$ cat config.mk
export PLATFORM = sky130hd
export DESIGN_NAME = hazard_scoreboard
export DESIGN_NICKNAME = d
export VERILOG_FILES = /design/src/rtl/hazard_scoreboard.sv
export SDC_FILE = /design/constraint.sdc
export NUM_CORES = 1
export LEC_CHECK = 0
export BUFFER_PORTS_ARGS = -buffer_cell sky130_fd_sc_hd__buf_4
export CORE_MARGIN = 2
export CORE_UTILIZATION = 60
export CTS_CLUSTER_DIAMETER = 40
export DETAILED_ROUTE_END_ITERATION = 10
export PLACE_DENSITY = 0.91
export SLEW_MARGIN = 20
export SYNTH_ARGS = -nofsm -noshare
export SYNTH_HDL_FRONTEND = slang
export SYNTH_SLANG_ARGS = --single-unit
$ cat constraint.sdc
create_clock -name clk -period 6 [get_ports clk]
set_input_delay 0 -clock clk [delete_from_list [all_inputs] [get_ports clk]]
set_output_delay 0 -clock clk [all_outputs]
set_load 0.005 [all_outputs]
$ cat src/rtl/hazard_scoreboard.sv
// Hazard and forwarding controller for the in-order MIPS pipeline: a shift-register
// scoreboard of in-flight writers (E..W) driving stall and forward selects, plus a HI/LO busy counter.
module hazard_scoreboard #(
  parameter int ADDR_W   = 5,
  parameter int STAGES   = 3,
  parameter int T_W      = 2,
  parameter int SEL_W    = 3,
  parameter int MULT_LAT = 5,
  parameter int DIV_LAT  = 10,
  parameter int CNT_W    = 4
) (
  input  logic              clk,
  input  logic              reset,
  input  logic [ADDR_W-1:0] rs_d,
  input  logic [ADDR_W-1:0] rt_d,
  input  logic [T_W-1:0]    tuse_rs_d,
  input  logic [T_W-1:0]    tuse_rt_d,
  input  logic              wr_d,
  input  logic [ADDR_W-1:0] dst_d,
  input  logic [T_W-1:0]    tnew_d,
  input  logic              md_start_d,
  input  logic              md_div_d,
  input  logic              hilo_use_d,
  output logic              stall,
  output logic [SEL_W-1:0]  fwd_rs_d,
  output logic [SEL_W-1:0]  fwd_rt_d,
  output logic [SEL_W-1:0]  fwd_rs_e,
  output logic [SEL_W-1:0]  fwd_rt_e,
  output logic [SEL_W-1:0]  fwd_rt_m,
  output logic              md_busy
);

  // Scoreboard entry k is the instruction currently k stages past D (1=E, 2=M, 3=W, ...).
  logic              vld_p  [1:STAGES];
  logic [ADDR_W-1:0] dst_p  [1:STAGES];
  logic [T_W-1:0]    tnew_p [1:STAGES];
  logic [ADDR_W-1:0] rs_p   [1:STAGES];
  logic [ADDR_W-1:0] rt_p   [1:STAGES];

  logic [CNT_W-1:0]  mdCnt;

  logic [STAGES:1] hitRsD, hitRtD, lateRsD, lateRtD, rdy;
  logic [STAGES:1] hitRsE, hitRtE, hitRtM;
  logic            stallRs, stallRt, stallHilo;

  function automatic logic [T_W-1:0] satDec(input logic [T_W-1:0] t);
    return (t == '0) ? t : t - T_W'(1);
  endfunction

  // Youngest matching producer at or beyond stage lo wins; it forwards only if already ready.
  function automatic logic [SEL_W-1:0] pickFwd(input logic [STAGES:1] hit,
                                               input logic [STAGES:1] ready,
                                               input int              lo);
    logic [SEL_W-1:0] sel;
    sel = '0;
    for (int k = STAGES; k >= 1; k--) begin
      if (k >= lo && hit[k]) sel = ready[k] ? SEL_W'(k) : '0;
    end
    return sel;
  endfunction

  always_comb begin
    hitRsD  = '0;
    hitRtD  = '0;
    lateRsD = '0;
    lateRtD = '0;
    rdy     = '0;
    hitRsE  = '0;
    hitRtE  = '0;
    hitRtM  = '0;
    for (int k = 1; k <= STAGES; k++) begin
      rdy[k]     = (tnew_p[k] == '0);
      hitRsD[k]  = vld_p[k] && (dst_p[k] == rs_d) && (rs_d != '0);
      hitRtD[k]  = vld_p[k] && (dst_p[k] == rt_d) && (rt_d != '0);
      lateRsD[k] = (tnew_p[k] > tuse_rs_d);
      lateRtD[k] = (tnew_p[k] > tuse_rt_d);
      hitRsE[k]  = vld_p[k] && (dst_p[k] == rs_p[1]) && (rs_p[1] != '0);
      hitRtE[k]  = vld_p[k] && (dst_p[k] == rt_p[1]) && (rt_p[1] != '0);
      hitRtM[k]  = vld_p[k] && (dst_p[k] == rt_p[2]) && (rt_p[2] != '0);
    end
  end

  assign md_busy   = (mdCnt != '0);
  assign stallRs   = |(hitRsD & lateRsD);
  assign stallRt   = |(hitRtD & lateRtD);
  assign stallHilo = hilo_use_d && md_busy;
  assign stall     = stallRs || stallRt || stallHilo;

  // D consumers see no forwarding while held; E and M consumers always do.
  assign fwd_rs_d = stall ? '0 : pickFwd(hitRsD, rdy, 1);
  assign fwd_rt_d = stall ? '0 : pickFwd(hitRtD, rdy, 1);
  assign fwd_rs_e = pickFwd(hitRsE, rdy, 2);
  assign fwd_rt_e = pickFwd(hitRtE, rdy, 2);
  assign fwd_rt_m = pickFwd(hitRtM, rdy, 3);

  // ---- D -> E..W boundary: control (valid, busy counter) ----
  always_ff @(posedge clk) begin
    if (reset) begin
      for (int k = 1; k <= STAGES; k++) vld_p[k] <= 1'b0;
      mdCnt <= '0;
    end else begin
      vld_p[1] <= !stall && wr_d && (dst_d != '0);
      for (int k = 2; k <= STAGES; k++) vld_p[k] <= vld_p[k-1];
      if (md_start_d && !stall)
        mdCnt <= md_div_d ? CNT_W'(DIV_LAT) : CNT_W'(MULT_LAT);
      else if (mdCnt != '0)
        mdCnt <= mdCnt - CNT_W'(1);
    end
  end

  // ---- D -> E..W boundary: entry payload; a bubble carries no registers ----
  always_ff @(posedge clk) begin
    if (stall) begin
      dst_p[1]  <= '0;
      tnew_p[1] <= '0;
      rs_p[1]   <= '0;
      rt_p[1]   <= '0;
    end else begin
      dst_p[1]  <= dst_d;
      tnew_p[1] <= tnew_d;
      rs_p[1]   <= rs_d;
      rt_p[1]   <= rt_d;
    end
    for (int k = 2; k <= STAGES; k++) begin
      dst_p[k]  <= dst_p[k-1];
      tnew_p[k] <= satDec(tnew_p[k-1]);
      rs_p[k]   <= rs_p[k-1];
      rt_p[k]   <= rt_p[k-1];
    end
  end

endmodule
==> impl_results.md <==
- Fin area: 2993 um2
- Max FO, Critical Path: 23
- IO Pins: 44
- Met3 Use GR: 3.125%
- Synth Area in Adders: 7.096%
- Status: finished, final reports clean
- Die Wd: 68.15 um
- Global-route wire length before repair: 8.349 mm
- Post-synthesis register bit count: 43
- DR vias: 2019
- CP Data Arrival Time: around 2.8 ns
- Top-area cell type share of the netlist area: 34.87%
- CP max stage cell: or4_4
- Number of global-route vias before repair: 1869
- H-tree depth: 2
- Element type at the critical path end: output port
- Worst path max stage delay: 0.55 ns
- Port bufs: 38
- Final period utilization: a little under half
- Initial antenna violation count: 0
- Xor and xnor fraction of the mapped netlist area: between 10% and 20%
- Syn Std Cell Area: 2469 um2
- Worst reg2reg endpoint: mdCnt[3]
- Final Wtd Congestion: 0.8333
- DRC Markers: 0
- Reg2reg path depth: 6
- GRT met2 Usage: about 45%
- Synth async-reset ratio: 0%
- Gate Count Post-Synth: 270
- Mux cell area share after synthesis: 2.230%
- Count leader, synth: xnor2_1
- Setup repair after global routing missed its margin: no
- Synth unique cells: 35
- R2R Setup Slk: roughly 3.7 ns
- Largest net degree at the start of global routing: 24
- Post-CTS Resized: 0
- Met1 Use GR: 28.44%
- Rows: 23
- Most used cell, CP: buf_4
- Sum of negative setup slack: 0 ns
- Antenna cells: 0
- Hold Startpoint: wr_d
- Die ar.: 4644 um2
- Synth Area per Inst: 9.143 um2
- Crit Path Category: in -> out
- Startpoint class of the critical path: input port
- # nets final: 356
- Worst-Margin Slew: 0.6787 ns
- Placed Instances: 341
- Hold Slack: 0.004222 ns
- Clock Latency Late Sink: 0.30 ns
- Busiest grt layer: met2
- Drt first pass iters: 4
- Die Ht: 68.15 um
- Min-Delay Path Class: in -> reg
- Final min period: around 2.8 ns
- Ys Warns: 0
- Final ANT Viol Nets: 0
- Hold Path Sink: vld_p[0][1]
- Synth area leader: dfxtp_1
- GRT Total Usage: 24.77%
- Largest family of logic cells by synthesized area: simple AND/OR/NAND/NOR gates
- Power Dens Cells: between 300 and 400 nW/um2
- Vias/cell: 5.516
- Post-Layout Cell Count: 366
- Final Slew Violations: 0
- Grt ovf: 0
- Core Box Area: 3971 um2
- Hold Path Depth: 2
- Total Routed Length: 5.501 mm
- Post-CTS Repair Setup Buffers: 0
- Post-DP HPWL: 4.133 mm
- Slew HR: a little over half
- Synth cell count leaders: 44 x xnor2_1, 43 x dfxtp_1, 21 x and2_1
- Top_reg_cell synth: dfxtp_1
- Final Hold Vio Count: 0
- Seq/Total Area, Yosys: between 30% and 40%
- CTS tree: yes
- Layout cells sized above 1: 19.30%
- RR Startpoint: dst_p[0][15]
- Total CTS buffers: 5
- Req. time, crit path: ~6 ns
- Worst-path clk slew: 0.07 ns
- Synth Area in Compound Gates: 7.704%
- Clk_skew: 0.004292 ns
- Leakage power: 1.220 nW
- CTS sink count: 43
- Dpl cell area: roughly 2700 um2
- Setup-failing EPs final: 0
- Starting DRT DRC Count: 62
- Initial Utilization: 62.16%
- VDD IR max: roughly 0.20 mV
- Critical-path cell list: dlygate4sd3_1, buf_4, or4_4, o211ai_1, a2111oi_0, a211oi_2, and4_4, nor3b_1, buf_4
- Routed wirelength normalized by instance count: about 15 um
- EDFF count, synth: 0
- CTS max path bufs: 2
- Area added between synthesis and finish: 21.24%
- Root Buffer: clkbuf_8
- Finished Core Util: 75.36%
- Max Cap Viol: 0
- Peak Freq: between 0.3 and 0.4 GHz
- Synth top area cells: dfxtp_1 35%, xnor2_1 16%, ha_1 7.1%, and2_1 5.3%, xor2_1 4.3%
- Simple-gate share of the synthesized area: 21.39%
==> power by group <==
group	total, mW	internal [mW]	switching [mW]	leakage [nW]
registers	0.466	0.363	0.103	0.359
logic	0.380	0.210	0.170	0.810
clock network	0.200	0.105	0.0954	0.0505
total	1.05	0.677	0.368	1.22
==> critical path: cells and delay by family <==
family	cells	cell delay, ns
and+or+nand+nor	3	1.27
buffers and inverters	3	0.88
AOI/OAI and AO/OA	3	0.64
==> kinds of logic (layout without fill, tap and decap cells) <==
logic type / Yosys count / in the layout
flip-flops: 43 / 43
buffers and inverters: 35 / 77
adder cells (fa/ha/maj): 14 / 14
other: 1 / 5
AND/OR/NAND/NOR: 91 / 91
AO/OA/AOI/OAI: 25 / 25
multiplexers: 5 / 5
XOR/XNOR: 56 / 56
==> worst max-delay path by stage <==
stage / slack, ns / to / from
global route: 3.05 / fwd_rs_d[1] / rs_d[2]
global placement: 3.83 / mdCnt[2] / dst_p[0][15]
finish: 3.21 / fwd_rs_d[1] / rs_d[2]
detailed placement: 3.81 / fwd_rs_d[1] / rs_d[2]
CTS: 3.24 / fwd_rs_d[1] / rs_d[2]
floorplan: 4.03 / mdCnt[0] / dst_p[0][15]
==> cell usage in the layout, fill, tap and decap left out, drive strengths merged <==
master / netlist / final
xor2: 12 / 12
ha: 14 / 14
xnor2: 44 / 44
clkbuf: 12 / 7
mux2: 4 / 4
and4bb: 1 / 1
conb: 1 / 5
o2111a: 2 / 2
o211ai: 6 / 6
nand4: 10 / 10
nor4: 4 / 4
a21oi: 11 / 11
nor3: 9 / 9
mux2i: 1 / 1
buf: 9 / 38
a211oi: 2 / 2
and4: 1 / 1
or2: 3 / 3
nor3b: 1 / 1
nor2: 18 / 18
a2111oi: 3 / 3
or4: 4 / 4
nor2b: 8 / 8
o221a: 1 / 1
and2: 21 / 21
dlygate4sd3: 0 / 17
inv: 14 / 14
dfxtp: 43 / 43
or3: 1 / 1
nor4b: 3 / 3
nand2: 7 / 7
clkinvlp: 0 / 1
==> state kept, by name (all words and copies together) (netlist names) <==
| register | flops |
|---|---|
| dst_p | 15 |
| rt_p | 10 |
| tnew_p | 6 |
| rs_p | 5 |
| mdCnt | 4 |
| vld_p | 3 |
==> metal layers <==
layer  vias to the layer above  part of all wire (%)
met5                         -                     0
met4                         0                   1.8
met3                         9                   3.8
met2                        59                    52
met1                       965                    43
li1                        986                     -
==> final cells by class <==
class / count / area (um2)
inverters: 14 / 52.55
fillers: 299 / 978.4
multi-input cells: 196 / 1458
flip-flops and latches: 43 / 860.8
clock inverters: 1 / 7.507
clock buffers: 7 / 96.34
repair buffers: 55 / 455.4
well taps: 50 / 62.56
==> per-stage QoR <==
step                      total power [mW]  setup slack (ns)
after global placement              0.8166             3.830
after detailed placement            0.8397             3.809
final                                1.045             3.207
after CTS                            1.048             3.238
after global routing                 1.104             3.054
after floorplan                     0.7491             4.034
==> repair_timing <==
| item | CTS | global route |
|---|---|---|
| setup endpoints to repair | 0 | 0 |
| endpoints found under the hold margin | 18 | 0 |
| hold buffers | 17 | 0 |
(Power assumes the default switching activity.)
